`config.mk`:
```
export PLATFORM = sky130hd
export DESIGN_NAME = controller_setpoint_ramp
export DESIGN_NICKNAME = d
export VERILOG_FILES = /design/src/rtl/controller_setpoint_ramp_pkg.sv /design/src/rtl/controller_setpoint_ramp_config_write_strobe.sv /design/src/rtl/controller_setpoint_ramp.sv
export SDC_FILE = /design/constraint.sdc
export NUM_CORES = 1
export LEC_CHECK = 0
export ABC_AREA = 0
export CORE_AREA = 4 4 234 236
export CTS_CLUSTER_SIZE = 30
export DETAILED_ROUTE_END_ITERATION = 10
export DIE_AREA = 0 0 238 240
export PLACE_DENSITY_LB_ADDON = 0.08
export SLEW_MARGIN = 15
export SYNTH_ARGS = -nofsm -noshare
export SYNTH_HDL_FRONTEND = slang
export SYNTH_HIERARCHICAL = 1
export SYNTH_SLANG_ARGS = --single-unit
```
`constraint.sdc`:
```
create_clock -name aclk -period 13.8 [get_ports aclk]
set_input_delay 2.76 -clock aclk [delete_from_list [all_inputs] [get_ports aclk]]
set_output_delay 2.76 -clock aclk [all_outputs]
set_load 0.1 [all_outputs]
```
`src/rtl/controller_setpoint_ramp_pkg.sv`:
```
// Shared definitions for the setpoint ramp sequencer: state encoding,
// config register layout and control bit positions.
package controller_setpoint_ramp_pkg;

    localparam int unsigned CONFIG_ADDR_W = 32;
    localparam int unsigned CONFIG_DATA_W = 512;
    localparam int unsigned CONFIG_WORD_W = 32;

    localparam int unsigned DEFAULT_RAMP_REG_ADDRESS = 99997;

    // 32-bit word indices inside config_data
    localparam int unsigned WORD_TARGET   = 0;
    localparam int unsigned WORD_STEP     = 1;
    localparam int unsigned WORD_INTERVAL = 2;
    localparam int unsigned WORD_CONTROL  = 3;

    // Bit positions inside the control word
    localparam int unsigned CTRL_GO    = 0;
    localparam int unsigned CTRL_ABORT = 1;
    localparam int unsigned CTRL_JUMP  = 2;

    typedef enum logic {
        ST_IDLE = 1'b0,
        ST_RAMP = 1'b1
    } ramp_state_t;

    typedef struct packed {
        logic jump;
        logic abort;
        logic go;
    } ramp_ctrl_t;

endpackage

```
`src/rtl/controller_setpoint_ramp_config_write_strobe.sv`:
```
// Config-bus write detector: one-cycle strobe on the first cycle the bus
// address matches this slave, re-armed only after the address goes away.
module controller_setpoint_ramp_config_write_strobe #(
    parameter int unsigned addr_width = 32,
    parameter int unsigned address    = 0
) (
    input  logic                  clk,
    input  logic                  rst_n,
    input  logic [addr_width-1:0] addr,
    output logic                  write_c
);

    logic match_c;
    logic match_q;

    assign match_c = (addr == addr_width'(address));

    // Previous-cycle address match history
    always_ff @(posedge clk or negedge rst_n) begin
        if (!rst_n) begin
            match_q <= 1'b0;
        end else begin
            match_q <= match_c;
        end
    end

    assign write_c = match_c & ~match_q;

endmodule

```
`src/rtl/controller_setpoint_ramp.sv`:
```
// Rate-limited setpoint sequencer: walks the servo setpoint toward a
// configured target in fixed steps, one step every 'interval' clocks.
module controller_setpoint_ramp
    import controller_setpoint_ramp_pkg::*;
#(
    parameter int unsigned ramp_reg_address = DEFAULT_RAMP_REG_ADDRESS,
    parameter int unsigned width_setpoint   = 32,
    parameter int unsigned width_interval   = 32
) (
    input  logic                             aclk,
    input  logic                             aresetn,
    input  logic [CONFIG_ADDR_W-1:0]         config_addr,
    input  logic [CONFIG_DATA_W-1:0]         config_data,
    input  logic                             hold,
    output logic signed [width_setpoint-1:0] M_AXIS_setpoint_tdata,
    output logic                             M_AXIS_setpoint_tvalid,
    output logic                             ramp_active,
    output logic                             ramp_done,
    output logic [width_setpoint-1:0]        ramp_remaining
);

    localparam int unsigned SP_W  = width_setpoint;
    localparam int unsigned EXT_W = width_setpoint + 1;
    localparam int unsigned IV_W  = width_interval;

    // Absolute distance between two signed setpoints, one guard bit wide
    function automatic logic [EXT_W-1:0] distance(
        input logic signed [SP_W-1:0] a,
        input logic signed [SP_W-1:0] b
    );
        logic [EXT_W-1:0] d;
        d = {a[SP_W-1], a} - {b[SP_W-1], b};
        return d[EXT_W-1] ? EXT_W'(-d) : d;
    endfunction

    ramp_state_t              state_q,    state_d;
    logic signed [SP_W-1:0]   setpoint_q, setpoint_d;
    logic signed [SP_W-1:0]   target_q,   target_d;
    logic [SP_W-1:0]          step_q,     step_d;
    logic [IV_W-1:0]          interval_q, interval_d;
    logic [IV_W-1:0]          count_q,    count_d;
    logic [SP_W-1:0]          remaining_q, remaining_d;
    logic                     pending_q,  pending_d;
    logic                     done_q,     done_d;
    logic                     active_q,   active_d;
    logic                     valid_q;

    logic                     write_c;
    logic [CONFIG_WORD_W-1:0] word_target;
    logic [CONFIG_WORD_W-1:0] word_step;
    logic [CONFIG_WORD_W-1:0] word_interval;
    logic [CONFIG_WORD_W-1:0] word_control;
    ramp_ctrl_t               ctrl_c;
    logic                     unused_bits;

    logic [IV_W-1:0]          interval_last_c;
    logic [EXT_W-1:0]         mag_c;
    logic [EXT_W-1:0]         step_ext_c;
    logic [EXT_W-1:0]         setpoint_ext_c;
    logic [EXT_W-1:0]         toward_c;
    logic                     reach_c;

    controller_setpoint_ramp_config_write_strobe #(
        .addr_width (CONFIG_ADDR_W),
        .address    (ramp_reg_address)
    ) u_write_strobe (
        .clk     (aclk),
        .rst_n   (aresetn),
        .addr    (config_addr),
        .write_c (write_c)
    );

    assign word_target   = config_data[WORD_TARGET*CONFIG_WORD_W   +: CONFIG_WORD_W];
    assign word_step     = config_data[WORD_STEP*CONFIG_WORD_W     +: CONFIG_WORD_W];
    assign word_interval = config_data[WORD_INTERVAL*CONFIG_WORD_W +: CONFIG_WORD_W];
    assign word_control  = config_data[WORD_CONTROL*CONFIG_WORD_W  +: CONFIG_WORD_W];

    assign ctrl_c = ramp_ctrl_t'({word_control[CTRL_JUMP],
                                  word_control[CTRL_ABORT],
                                  word_control[CTRL_GO]});

    // Reserved control bits and the upper config words are not used here
    assign unused_bits = ^{config_data[CONFIG_DATA_W-1:4*CONFIG_WORD_W],
                           word_control[CONFIG_WORD_W-1:3]};

    // An interval of 0 behaves as 1: step on every clock
    assign interval_last_c = (interval_q == '0) ? '0 : interval_q - IV_W'(1);

    // One step toward target, clamped so the ramp never overshoots
    assign mag_c          = distance(target_q, setpoint_q);
    assign step_ext_c     = {1'b0, step_q};
    assign setpoint_ext_c = {setpoint_q[SP_W-1], setpoint_q};
    assign reach_c        = (mag_c <= step_ext_c);
    assign toward_c       = (target_q < setpoint_q) ? setpoint_ext_c - step_ext_c
                                                    : setpoint_ext_c + step_ext_c;

    // Next-state, field latching and step sequencing
    always_comb begin
        state_d    = state_q;
        setpoint_d = setpoint_q;
        target_d   = target_q;
        step_d     = step_q;
        interval_d = interval_q;
        count_d    = count_q;
        pending_d  = 1'b0;
        done_d     = pending_q;

        if (write_c) begin
            target_d   = SP_W'(word_target);
            step_d     = SP_W'(word_step);
            interval_d = IV_W'(word_interval);
        end

        if (write_c && ctrl_c.abort) begin
            state_d = ST_IDLE;
            count_d = '0;
            done_d  = 1'b0;
        end else if (write_c && ctrl_c.jump) begin
            setpoint_d = target_d;
            state_d    = ST_IDLE;
            count_d    = '0;
            pending_d  = 1'b1;
            done_d     = 1'b0;
        end else if (write_c && ctrl_c.go) begin
            count_d = '0;
            done_d  = 1'b0;
            if ((target_d == setpoint_q) || (step_d == '0)) begin
                setpoint_d = target_d;
                state_d    = ST_IDLE;
                pending_d  = 1'b1;
            end else begin
                state_d = ST_RAMP;
            end
        end else if (state_q == ST_RAMP) begin
            if (pending_q) begin
                // Target reached last cycle: leave RAMP with the done pulse
                state_d = ST_IDLE;
                count_d = '0;
            end else if (!hold) begin
                if (count_q >= interval_last_c) begin
                    count_d = '0;
                    if (reach_c) begin
                        setpoint_d = target_q;
                        pending_d  = 1'b1;
                    end else begin
                        setpoint_d = SP_W'(toward_c);
                    end
                end else begin
                    count_d = count_q + IV_W'(1);
                end
            end
        end

        active_d    = (state_d == ST_RAMP);
        remaining_d = SP_W'(distance(target_d, setpoint_d));
    end

    // State and output registers
    always_ff @(posedge aclk or negedge aresetn) begin
        if (!aresetn) begin
            state_q     <= ST_IDLE;
            setpoint_q  <= '0;
            target_q    <= '0;
            step_q      <= '0;
            interval_q  <= '0;
            count_q     <= '0;
            remaining_q <= '0;
            pending_q   <= 1'b0;
            done_q      <= 1'b0;
            active_q    <= 1'b0;
            valid_q     <= 1'b0;
        end else begin
            state_q     <= state_d;
            setpoint_q  <= setpoint_d;
            target_q    <= target_d;
            step_q      <= step_d;
            interval_q  <= interval_d;
            count_q     <= count_d;
            remaining_q <= remaining_d;
            pending_q   <= pending_d;
            done_q      <= done_d;
            active_q    <= active_d;
            valid_q     <= 1'b1;
        end
    end

    assign M_AXIS_setpoint_tdata  = setpoint_q;
    assign M_AXIS_setpoint_tvalid = valid_q;
    assign ramp_active            = active_q;
    assign ramp_done              = done_q;
    assign ramp_remaining         = remaining_q;

endmodule
```
# [Yosys cells after proc, flatten, opt, wreduce, memory -nomap -nowiden]
# Index checks and enable logic that the tools add are counted.
# W data, S select, Z words.
[totals] reg_bits=197 inputBits=547 out_inout_bits=67 wordCells=75
[classes] n_addsub=8 order_cmp=3 n_eq_ne=3 mux=40 n_bitwise=2 n_reduce_logical=8
[op_table] operator="$mux W32" n=21
[op_table] operator="$sub A32 B32 Y33" n=2
[op_table] operator="$logic_not A32 Y1" n=2
[op_table] operator="$le A33 B32 Y1" n=1
[op_table] operator="$mux W33" n=1
[op_table] operator="$neg A33 Y33" n=1
[op_table] operator="$add A32 B1 Y32 const B" n=1
[op_table] operator="$add A32 B32 Y32" n=1
[op_table] operator="$eq A32 B17 Y1 const B" n=1
[op_table] operator="$eq A32 B32 Y1" n=1
[op_table] operator="$ge A32 B32 Y1" n=1
[op_table] operator="$lt A32 B32 Y1" n=1
[op_table] operator="$neg A32 Y32" n=1
[op_table] operator="$sub A32 B1 Y32 const B" n=1
[op_table] operator="$sub A32 B32 Y32" n=1
[op_table] operator="$mux W1" n=18
[op_table] operator="$ne A5 B1 Y1 const B" n=1
[op_table] operator="$reduce_bool A4 Y1" n=1
[op_table] operator="$logic_and A1 B1 Y1" n=3
[op_table] operator="$reduce_and A2 Y1" n=1
[op_table] operator="$and A1 B1 Y1" n=1
[op_table] operator="$logic_or A1 B1 Y1" n=1
[op_table] operator="$not A1 Y1" n=1

# [Depth between registers and ports, before layout]
# Gate-level depths: netlist of run 1.
[logic_depth] depth_word=15 mapped_depth=53

# [By module]
# The synthesis of run 1 kept the hierarchy.
[by_module_without_submodules] module="controller_setpoint_ramp" instances=1 cells_per_inst=2261 area_per_inst_um2=18472.7 seq_area_each_um2=4904.7
[by_module_without_submodules] module="controller_setpoint_ramp_config_write_strobe" instances=1 cells_per_inst=13 area_per_inst_um2=132.6 seq_area_each_um2=25.0

# [Worst setup path after synthesis of run 1]
# No wires, ideal clock.
[synth_path] path_kind="register -> register" start="register setpoint_q[4], in the netlist M_AXIS_setpoint_tdata[4]" end="register remaining_q[31], in the netlist ramp_remaining[31]" setup_ns=0.079 t_arrival_ns=10.979 path_slack_ns=2.742 stages_incl_launch_ff=49 period_less_slack_ns=11.058 path_cell_list="dfrtp_1 > inv_1 > ha_1 > buf_2 > nand2_1 > a2111oi_2 > nor3_2 > xnor2_1 > or3_1 > nor4_2 > nand4_1 > or4b_4 > o21ai_0 > xnor2_1 > ha_1 > nand4_1 > nor4_1 > nand3_1 > [13 not listed] > a21oi_1 > o21ai_0 > a21o_1 > a21oi_1 > nor2b_1 > o31ai_1 > a211o_1 > or3_1 > a22oi_1 > a211o_1 > a2111oi_0 > o21ai_1 > xnor2_2 > a211oi_1 > and4bb_1 > nand4b_1 > a211oi_2 > xor2_1"
[synth_via] elab_chain_len=15 elab_cells_between_ends=22 classes_between="6 x add/sub; 2 x order compare; 1 x eq/ne; 12 x mux; 1 x reduce/logical"
[synth_lines] item="from (decl)" line="controller_setpoint_ramp.sv:37" text="logic signed [SP_W-1:0] setpoint_q, setpoint_d;"
[synth_lines] item="from (signal assigned)" line="controller_setpoint_ramp.sv:174" text="setpoint_q <= setpoint_d;"
[synth_lines] item="$sub A32 B32 Y33" line="controller_setpoint_ramp.sv:32" text="d = {a[SP_W-1], a} - {b[SP_W-1], b};"
[synth_lines] item="$neg A33 Y33" line="controller_setpoint_ramp.sv:33" text="return d[EXT_W-1] ? EXT_W'(-d) : d;"
[synth_lines] item="$mux W33" line="controller_setpoint_ramp.sv:33"
[synth_lines] item="$le A33 B32 Y1" line="controller_setpoint_ramp.sv:93" text="assign reach_c = (mag_c <= step_ext_c);"
[synth_lines] item="$mux W32" line="controller_setpoint_ramp.sv:142" text="if (reach_c) begin"
[synth_lines] item="$mux W32" line="controller_setpoint_ramp.sv:140" text="if (count_q >= interval_last_c) begin"
[synth_lines] item="$mux W32" line="controller_setpoint_ramp.sv:139" text="end else if (!hold) begin"
[synth_lines] item="$mux W32" line="controller_setpoint_ramp.sv:135" text="if (pending_q) begin"
[synth_lines] item="$mux W32" line="controller_setpoint_ramp.sv:134" text="end else if (state_q == ST_RAMP) begin"
[synth_lines] item="$mux W32 *" line="controller_setpoint_ramp.sv:124" text="end else if (write_c && ctrl_c.go) begin"
[synth_lines] item="$mux W32 *" line="controller_setpoint_ramp.sv:118" text="end else if (write_c && ctrl_c.jump) begin"
[synth_lines] item="$mux W32 *" line="controller_setpoint_ramp.sv:114" text="if (write_c && ctrl_c.abort) begin"
[synth_lines] item="named net setpoint_d[0]" line="controller_setpoint_ramp.sv:37"
[synth_lines] item="$sub A32 B32 Y33 *" line="controller_setpoint_ramp.sv:32"
[synth_lines] item="$neg A32 Y32" line="controller_setpoint_ramp.sv:33"
[synth_lines] item="$mux W32 *" line="controller_setpoint_ramp.sv:33"
[synth_lines] item="named net remaining_d[31]" line="controller_setpoint_ramp.sv:42" text="logic [SP_W-1:0] remaining_q, remaining_d;"
[synth_lines] item="to (signal assigned)" line="controller_setpoint_ramp.sv:179" text="remaining_q <= remaining_d;"
[synth_lines] item="to (decl)" line="controller_setpoint_ramp.sv:42"
# The timed path passes the listed nets; every way through them passes the cells marked *.
# A chain may end at the register's enable or synchronous reset.

# [Worst setup path after layout of run 1]
[layout_path] start="register setpoint_q[1], in the netlist M_AXIS_setpoint_tdata[1]" end="register remaining_q[31], in the netlist ramp_remaining[31]"
[layout_via] elab_chain_len=15 elab_cells_between_ends=22 classes_between="6 x add/sub; 2 x order compare; 1 x eq/ne; 12 x mux; 1 x reduce/logical"
[layout_lines] item="$sub A32 B32 Y33" line="controller_setpoint_ramp.sv:32"
[layout_lines] item="$neg A33 Y33" line="controller_setpoint_ramp.sv:33"
[layout_lines] item="$mux W33" line="controller_setpoint_ramp.sv:33"
[layout_lines] item="$le A33 B32 Y1" line="controller_setpoint_ramp.sv:93"
[layout_lines] item="$mux W32" line="controller_setpoint_ramp.sv:142"
[layout_lines] item="$mux W32" line="controller_setpoint_ramp.sv:140"
[layout_lines] item="$mux W32" line="controller_setpoint_ramp.sv:139"
[layout_lines] item="$mux W32" line="controller_setpoint_ramp.sv:135"
[layout_lines] item="$mux W32" line="controller_setpoint_ramp.sv:134"
[layout_lines] item="$mux W32" line="controller_setpoint_ramp.sv:124"
[layout_lines] item="$mux W32" line="controller_setpoint_ramp.sv:118"
[layout_lines] item="$mux W32 *" line="controller_setpoint_ramp.sv:114"
[layout_lines] item="$sub A32 B32 Y33 *" line="controller_setpoint_ramp.sv:32"
[layout_lines] item="$neg A32 Y32" line="controller_setpoint_ramp.sv:33"
[layout_lines] item="$mux W32 *" line="controller_setpoint_ramp.sv:33"
[layout_lines] item="named net remaining_d[31]" line="controller_setpoint_ramp.sv:42"
# Marked as above.

==> results of run 1 <==
==> critical path, delay by kind of cell (launching register included) <==
family,cells,cell delay [ns]
flops,1,0.64
compound gates,23,6.32
buf+inv,5,1.15
fa+ha+maj,3,0.94
xor+xnor,2,0.40
simple gates,15,2.91
==> per-stage QoR <==
stage | cell area [um^2] | hold WS [ns] | utilization, % | setup WS [ns] | power (mW)
floorplan | 18600 | 0.471 | - | 2.74 | 0.592
global placement | 21400 | 0.508 | 40.9 | 1.60 | 0.653
detailed placement | 21400 | 0.523 | 40.9 | 1.56 | 0.653
CTS | 22100 | 0.538 | 42.1 | 1.45 | 1.22
global route | 22100 | 0.562 | 42.1 | 0.430 | 1.24
finish | 22100 | 0.535 | 42.1 | 1.33 | 1.19
==> where the power goes <==
group          leakage (nW)  total [mW]  switching [mW]  internal [mW]
registers              2.53       0.577       0.0000300          0.577
clock network         0.307       0.554           0.301          0.253
logic                  7.20      0.0633          0.0282         0.0351
==> cell usage in the layout (no fill, tap or decap), drive strengths merged, types with 18 or more instances in the layout <==
master         netlist  layout
clkdlybuf4s50        0     199
xor2                68      68
nor2b               26      26
nor4                30      30
a31oi               22      22
nor3                47      47
a21oi              155     155
o31ai               24      24
o21ai              201     201
mux2i               22      22
or3                 32      32
mux2                63      63
xnor2              143     143
dfrtp              197     197
nand2              221     221
and3                35      35
inv                138     146
ha                 162     162
nand2b              44      44
nor2               171     171
o21a                30      30
buf                  6      28
nand4               22      22
o22ai               18      18
a21o                62      62
nand3               41      41
clkbuf              67      18
==> how the worst max path moves through the flow <==
stage,startpoint,endpoint,depth (start not counted)
2_1_floorplan,M_AXIS_setpoint_tdata[4],ramp_remaining[31],48
3_3_place_gp,M_AXIS_setpoint_tdata[1],ramp_remaining[31],48
6_report,M_AXIS_setpoint_tdata[1],ramp_remaining[31],48
4_1_cts,M_AXIS_setpoint_tdata[1],ramp_remaining[31],48
3_5_place_dp,M_AXIS_setpoint_tdata[1],ramp_remaining[31],48
5_1_grt,M_AXIS_setpoint_tdata[1],ramp_remaining[31],49
==> sequential cells by signal, indices dropped and copies added, names as in the netlist <==
signal and flops:
ramp_done 1, M_AXIS_setpoint_tdata 32, ramp_active 1, pending_q 1, target_q 32, step_q 32, interval_q 32, count_q 32
M_AXIS_setpoint_tvalid 1, u_write_strobe/match_q 1, ramp_remaining 32
==> metal layers <==
metal  part of all wire, %  up-vias  global-route usage, %
met2                    44      526                   38.4
li1                      -     8555                      -
met5                     0        -                      0
met3                   6.6       60                   5.70
met1                    47     8589                   34.4
met4                   2.1        0                   6.24
==> cells by family after synthesis <==
group | after synthesis
AO/OA/AOI/OAI | 660
XOR/XNOR | 211
adder cells (fa/ha/maj) | 167
buffers and inverters | 211
flip-flops | 197
multiplexers | 85
other | 1
AND/OR/NAND/NOR | 742
==> area by class of cell <==
type                    count  area [um^2]  area share [%]
clock buffers              17          425            1.93
clock inverters            15          214           0.969
inverters                 138          518            2.35
multi-input cells        1866        12900            58.4
flip-flops and latches    197         4930            22.3
well taps                 688          861            3.90
repair buffers            228         2230            10.1
==> flow_summary.ini, run 1 <==
[place]
place_hpwl_um = 57700
io_buffers = 200
place_congestion = 0.900
placed_cells = 3117

[detailed_routing]
ant_nets = 0
drc = 0
avgViaCountPerCell = 5.63
routedWlPerCell_um = 22.7
drt_wl_total_um = 71500
dr.first_iter.drc_count = 1218
drt-pass1-iter-count = 7
via_count = 17700

[synthesis]
yosysMostFrequentCell = nand2_1
synth_edf_count = 0
synth-seq-area-share_pct = 26.5
synthTopCellsByCount = nand2_1 (221), dfrtp_1 (197), o21ai_0 (195)
syn_area_um2 = 18600
yosys.area_share.xor_xnor_pct = 9.97
avgSynthCellArea_um2 = 8.18
synth_cells = 2274
synthFlopType = dfrtp_1
ys_top_cells_by_area = dfrtp_1 (26%), ha_1 (11%), xnor2_1 (6.7%)
synth_seq_cells = 197
yosysTopAreaCell = dfrtp_1
synth_warnings = 6
synth-simple-area-share_pct = 19.9
synth_top_family_by_area = compound AO/OA/AOI/OAI gates
yosys-mux-area-fraction_pct = 5.02
synth_top_area_share_pct = 26.5
ys_types = 102
syn_nets = 2986
synth_compound_area_share_pct = 23.0
synth_fa_ha_area_share_pct = 11.3
synth-async-reset-ratio_pct = 100

[status]
status = completed

[sta]
period_minus_slack_ns = 12.47
worstMarginPinSlew_ns = 1.08
clock_skew_ns = 0.0157
setup_violations = 0
fin_crit_sh_pct = 90.4
finalHoldViolCount = 0
drv_slew = 0
timing.slew.headroom_pct = 27.6
fmax_mhz = 80.2
setup_tns_ns = 0
rsz0062_at_grt = no

[clock_tree]
cts_tree = built
cts_hold_buffers = 0
cts_buffers = 17
clockBufferDepth = 2
post_cts_buffers = 0
cts.clk_slew.worst_paths_ns = 0.09
ctsResizeCount = 0
insertion_delay_ns = 0.52
clock_sinks = 197
cts_max_level = 4
cts_root_buf = clkbuf_16

[global_route]
grt_antenna_before_repair = 0
grt_overflow = 0
grt_pass1_wl_um = 107000
grt_max_degree = 83
grt_usage_pct = 24.5
grt_pass1_vias = 17500

[critical_path]
required_ns = 14.24
r2r_end = ramp_remaining[31]
slowest_delay_ns = 0.67
crit_path_top_delay_cell = nor4b_1
critical_path_class = flip-flop to flip-flop
r2r_start = M_AXIS_setpoint_tdata[1]
crit_fanout = 45
cp-start-kind = flip-flop
ff2ff_path_depth = 48
critPathCaptureType = flip-flop
r2r_slack_ns = 1.33
worstPathArrival_ns = 12.91
critPathMostFrequentCell = buf_4

[floorplanning]
dieArea_um2 = 57100
start_util_pct = 35.5
die_w_um = 238
die_h_um = 240
core_um2 = 52400
fp-row-count = 84
ios = 614

[power]
power.leakage_nw = 10.0
irDropWorstVdd_uv = 59.5
p_per_area_nw_per_um2 = 54.1

[min_path]
min_to = count_q[6]
holdPathStages = 1
min-delay-path-class = flip-flop to flip-flop
worstHoldStart = count_q[6]

[job]
maxCapViolations = 0

[final_layout]
stdcell_count = 3149
drive_gt1_share_pct = 7.11
area_delta_synth_final_pct = 18.6
antenna_cells = 0
finalNetCount = 3160
fillerInstances = 5311
Note: power is estimated with default switching activity, not from simulation.
==> inputs of run 2 (changes only) <==
--- a/config.mk
+++ b/config.mk
@@ -6,13 +6,13 @@
 export NUM_CORES = 1
 export LEC_CHECK = 0
 export ABC_AREA = 0
-export CORE_AREA = 4 4 234 236
+export CORE_AREA = 4 4 236 238
 export CTS_CLUSTER_SIZE = 30
 export DETAILED_ROUTE_END_ITERATION = 10
-export DIE_AREA = 0 0 238 240
+export DIE_AREA = 0 0 240 242
 export PLACE_DENSITY_LB_ADDON = 0.08
+export SKIP_LAST_GASP = 1
 export SLEW_MARGIN = 15
 export SYNTH_ARGS = -nofsm -noshare
 export SYNTH_HDL_FRONTEND = slang
-export SYNTH_HIERARCHICAL = 1
 export SYNTH_SLANG_ARGS = --single-unit
==> run 2 against run 1 <==
- final cell count is 2.5% higher
- area after synthesis grew 2.0%
- count of clock-buffer cells in the layout increased by 2
- sequential share of layout area is 0.32 points lower
- critical path type unchanged
- largest cell class unchanged
- largest power group unchanged
==> flow_summary.ini, run 2 <==
[sta]
fin_crit_sh_pct = 93.8
clock_skew_ns = 0.0135
rsz0062_at_grt = no
drv_slew = 0
setup_slack_ns = 0.858
finalHoldViolCount = 0
setup_violations = 0
period_minus_slack_ns = 12.94
timing.slew.headroom_pct = 21.5
fin_hold_ws_ns = 0.522
setup_tns_ns = 0
worstMarginPinSlew_ns = 1.17
fmax_mhz = 77.3

[synthesis]
synth_edf_count = 0
synthFlopType = dfrtp_1
synth_seq_cells = 197
yosysMostFrequentCell = nand2_1
avgSynthCellArea_um2 = 8.12
yosysTopAreaCell = dfrtp_1
ys_types = 106
synth_cells = 2337
synth_top_area_share_pct = 26.0
syn_area_um2 = 19000
synth_warnings = 0
syn_nets = 3049
synth-async-reset-ratio_pct = 100
synthTopCellsByCount = nand2_1 (252), dfrtp_1 (197), nor2_1 (194)
ys_top_cells_by_area = dfrtp_1 (26%), ha_1 (11%), xnor2_1 (6.8%)
synth-seq-area-share_pct = 26.0

[job]
maxCapViolations = 0

[floorplanning]
ios = 614
die_h_um = 242
die_w_um = 240
dieArea_um2 = 58100
core_um2 = 53600
fp-row-count = 85
start_util_pct = 35.4

[clock_tree]
clockBufferDepth = 2
cts_hold_buffers = 0
insertion_delay_ns = 0.49
clock_sinks = 197
cts.clk_slew.worst_paths_ns = 0.08
cts_buffers = 17
ctsResizeCount = 0
cts_root_buf = clkbuf_16
cts_max_level = 4
post_cts_buffers = 0
cts_tree = built

[power]
pwr-share-clk_pct = 44.8
intPower_uw = 883
pwr-share-comb_pct = 5.9
power.leakage_nw = 10.1
sequentialPowerShare_pct = 49.3
p_switching_uw = 287
p_per_area_nw_per_um2 = 52.3
irDropWorstVdd_uv = 97.0
swShare_pct = 24.5

[place]
place_hpwl_um = 63200
io_buffers = 200
place_ws_ns = 1.17
place_congestion = 1.02

[critical_path]
crit_fanout = 13
ff2ff_path_depth = 48
critPathLaunch = M_AXIS_setpoint_tdata[4]
critical_path_class = flip-flop to flip-flop
r2r_start = M_AXIS_setpoint_tdata[4]
r2r_slack_ns = 0.86
critPathMostFrequentCell = a21oi_1
cp-start-kind = flip-flop
r2r_end = ramp_remaining[14]
crit_path_end = ramp_remaining[14]
worstPathArrival_ns = 13.29
critPathCaptureType = flip-flop
crit_path_top_delay_cell = a21oi_1
required_ns = 14.14
slowest_delay_ns = 0.85

[detailed_routing]
drt_wl_total_um = 77200
routedWlPerCell_um = 23.9
drc = 0
via_count = 18900
dr.first_iter.drc_count = 1820
ant_nets = 0
drt-pass1-iter-count = 6
avgViaCountPerCell = 5.85

[final_layout]
finalNetCount = 3227
area_delta_synth_final_pct = 18.0
final_cell_mix = nand2_1 (252), clkdlybuf4s50_1 (199), dfrtp_1 (197)
final_util_pct = 41.8
final_common_cell = nand2_1
multiInputGateArea_um2 = 13200
seqCellArea_um2 = 4930
fillerInstances = 5473
drive_gt1_share_pct = 6.37

[global_route]
grt_antenna_before_repair = 6
grt_overflow = 0
grt_usage_pct = 26.1
grt_max_degree = 76
grt_pass1_wl_um = 115000
grt_pass1_vias = 18600

[status]
status = completed

[min_path]
min-delay-path-class = flip-flop to flip-flop
[run 2: cell count changes after synthesis, moves of 14 or more]
cell / previous run / this run
nand4_1: 22 / 36
nor2_1: 170 / 194
or3_1: 31 / 12
inv_1: 138 / 163
nand2b_1: 44 / 25
nand2_1: 221 / 252
clkbuf_1: 67 / 51
o21ai_0: 195 / 170
[run 2: how the worst min path moves through the flow]
stage | depth (start not counted) | end | startpoint
floorplan | 1 | count_q[31] | count_q[31]
finish | 1 | count_q[31] | count_q[31]
global placement | 1 | count_q[31] | count_q[31]
CTS | 1 | count_q[31] | count_q[31]
global route | 1 | count_q[31] | count_q[31]
detailed placement | 1 | count_q[31] | count_q[31]
[run 2: through the flow]
| step | power [mW] | cells | instance area [um^2] |
|---|---|---|---|
| after global placement | 0.657 | 3192 | 21800 |
| final | 1.17 | 3227 | 22400 |
| after CTS | 1.18 | 3224 | 22400 |
| after detailed placement | 0.657 | 3192 | 21800 |
| after floorplan | 0.595 | 2337 | 19000 |
| after global routing | 1.20 | 3227 | 22400 |
[run 2: kinds of logic (layout without fill, tap and decap cells)]
| group | count (synthesis) | in the layout | synth area share, % |
|---|---|---|---|
| xor gates and xnor gates | 230 | 230 | 10.8 |
| other | 1 | 4 | 0.0198 |
| and+or+nand+nor | 794 | 794 | 20.5 |
| buffers and inverters | 233 | 424 | 4.66 |
| DFF | 197 | 197 | 26.0 |
| adders and majority gates | 166 | 166 | 11.1 |
| muxes | 76 | 76 | 4.36 |
| AOI/OAI and AO/OA | 640 | 640 | 22.6 |
[run 2: layout make-up]
type                            count  share of cell area, %
Clock inverter                     13                  0.648
Multi-Input combinational cell   1907                   58.8
Sequential cell                   197                   22.0
Timing Repair Buffer              227                   9.92
Tap cell                          696                   3.89
Inverter                          165                   2.77
Antenna cell                        3                 0.0335
Clock buffer                       19                   1.93
[run 2: worst max-delay path, delay by kind of cell (launching register included)]
family          cells  cell delay [ns]
fa+ha+maj           4             1.26
simple gates       12             2.11
xor+xnor            3             0.50
buf+inv             3             0.36
compound gates     26             7.81
flops               1             0.71
[run 2: routing by layer]
metal	global-route usage, %	up-vias	wire length [um]
met3	4.09	139	5170
met1	36.3	9180	34900
met2	40.1	755	33800
met4	10.9	0	3370
met5	0	-	0
li1	-	8813	-
[run 2: power groups by stage]
stage | clock network, mW | logic, mW | registers [mW]
finish | 0.525 | 0.0691 | 0.577
global route | 0.551 | 0.0733 | 0.577
detailed placement | 0 | 0.0691 | 0.588
CTS | 0.536 | 0.0694 | 0.577
floorplan | 0 | 0.00486 | 0.590
global placement | 0 | 0.0689 | 0.588
==> inputs of run 3 (changes only) <==
==> constraint.sdc (replaced) <==
create_clock -name aclk -period 13.8 [get_ports aclk]
set_input_delay 1.38 -clock aclk [delete_from_list [all_inputs] [get_ports aclk]]
set_output_delay 1.38 -clock aclk [all_outputs]
set_load 0.1 [all_outputs]
==> run 3 against run 2 <==
- design area about the same
- non-clock buffer count is 3 higher
- total power down 1.7%
- sequential share of layout area about the same
- sequential power is essentially flat
- clock skew is 0.0042 ns higher
- critical path depth decreased by 1
- utilization about the same
- setup slack better by 0.21 ns
==> flow_summary.ini, run 3 (same netlist as run 2, synthesis figures left out) <==
[status]
status = completed

[critical_path]
slowest_delay_ns = 0.72
crit_buf_inv = 3
path_delay_family = compound AO/OA/AOI/OAI gates
critical_path_class = flip-flop to flip-flop
required_ns = 14.15
critPathCaptureType = flip-flop
crit_fanout = 18
cp-start-kind = flip-flop
crit_path_top_delay_cell = dfrtp_1
worstPathArrival_ns = 13.09

[final_layout]
drive_gt1_share_pct = 6.68
finalNetCount = 3230
final_common_cell = nand2_1
final_cell_mix = nand2_1 (252), clkdlybuf4s50_1 (199), dfrtp_1 (197)
fillerInstances = 5549
area_delta_synth_final_pct = 18.1

[global_route]
grt_usage_pct = 26.8
grt_antenna_before_repair = 9
grt_pass1_wl_um = 118000
grt_overflow = 0
grt_pass1_vias = 18400
grt_max_degree = 97

[sta]
fmax_mhz = 78.5
drv_slew = 0
rsz0062_at_grt = no
setup_tns_ns = 0
fin_crit_sh_pct = 92.3
fin_hold_ws_ns = 0.525
timing.slew.headroom_pct = 31.1
worstMarginPinSlew_ns = 1.03
finalHoldViolCount = 0
clock_skew_ns = 0.0177
period_minus_slack_ns = 12.73
setup_violations = 0

[min_path]
min-delay-path-class = flip-flop to flip-flop

[detailed_routing]
avgViaCountPerCell = 5.89
ant_nets = 0
drt_wl_total_um = 79500
drt-pass1-iter-count = 6
routedWlPerCell_um = 24.6
dr.first_iter.drc_count = 1654
drc = 0
via_count = 19000

[floorplanning]
die_h_um = 242
core_um2 = 53600
die_w_um = 240
fp-row-count = 85
ios = 614
start_util_pct = 35.4
dieArea_um2 = 58100

[clock_tree]
clock_sinks = 197
cts_buffers = 17
insertion_delay_ns = 0.50
post_cts_buffers = 0
ctsResizeCount = 0
cts_root_buf = clkbuf_16
clockBufferDepth = 2
cts_hold_buffers = 0
cts_max_level = 4
cts_tree = built
cts.clk_slew.worst_paths_ns = 0.08

[place]
place_hpwl_um = 64500
place_congestion = 0.974
io_buffers = 200

[power]
p_per_area_nw_per_um2 = 51.3
irDropWorstVdd_uv = 101
power.leakage_nw = 10.1

[job]
maxCapViolations = 0
-- run 3: changes by cell type in the layout (fill, tap and decap cells not counted), sizes merged --
cell	change
buf	+3
clkinv	-2
clkinvlp	+1
clkbuf	+2
bufinv	-2
-- run 3: area by class of cell --
type	count	area, um^2	share of cell area [%]
Tap cell	696	871	3.88
Clock buffer	21	470	2.10
Timing Repair Buffer	230	2240	10.0
Antenna cell	3	7.51	0.0335
Inverter	165	623	2.78
Sequential cell	197	4930	22.0
Clock inverter	10	85.1	0.380
Multi-Input combinational cell	1907	13200	58.8
-- run 3: report_power, final --
group,total [mW],switching [mW],internal (mW)
Sequential,0.577,0.0000311,0.577
Clock,0.504,0.256,0.248
Combinational,0.0694,0.0325,0.0369
-- run 3: final timing paths --
| path | endpoint | startpoint | depth (start not counted) | slack [ns] |
|---|---|---|---|---|
| min in group asynchronous | step_q[7] | aresetn | 1 | 0.87 |
| max in group asynchronous | target_q[26] | aresetn | 2 | 11.48 |
| setup / recovery | ramp_remaining[17] | M_AXIS_setpoint_tdata[1] | 47 | 1.07 |
| hold / removal | count_q[31] | count_q[31] | 1 | 0.52 |
| hold reg to reg | count_q[31] | count_q[31] | 1 | 0.52 |
| setup reg to reg | ramp_remaining[17] | M_AXIS_setpoint_tdata[1] | 47 | 1.07 |
-- run 3: layer usage --
| metal | vias to the layer above | track usage [%] | wire length [um] |
|---|---|---|---|
| met4 | 2 | 9.06 | 2820 |
| li1 | 8806 | - | - |
| met5 | - | 0 | 18 |
| met3 | 131 | 4.08 | 5210 |
| met1 | 9337 | 37.8 | 35700 |
| met2 | 754 | 41.7 | 35700 |
-- run 3: stage by stage --
step / power [mW] / instance area (um^2) / instances / setup WS (ns) / util (%)
floorplan: 0.595 / 19000 / 2337 / 2.98 / -
global placement: 0.658 / 21800 / 3195 / 1.11 / 40.7
detailed placement: 0.658 / 21800 / 3195 / 0.908 / 40.7
CTS: 1.16 / 22400 / 3226 / 0.862 / 41.8
global route: 1.19 / 22400 / 3228 / 0.233 / 41.8
finish: 1.15 / 22400 / 3229 / 1.07 / 41.8
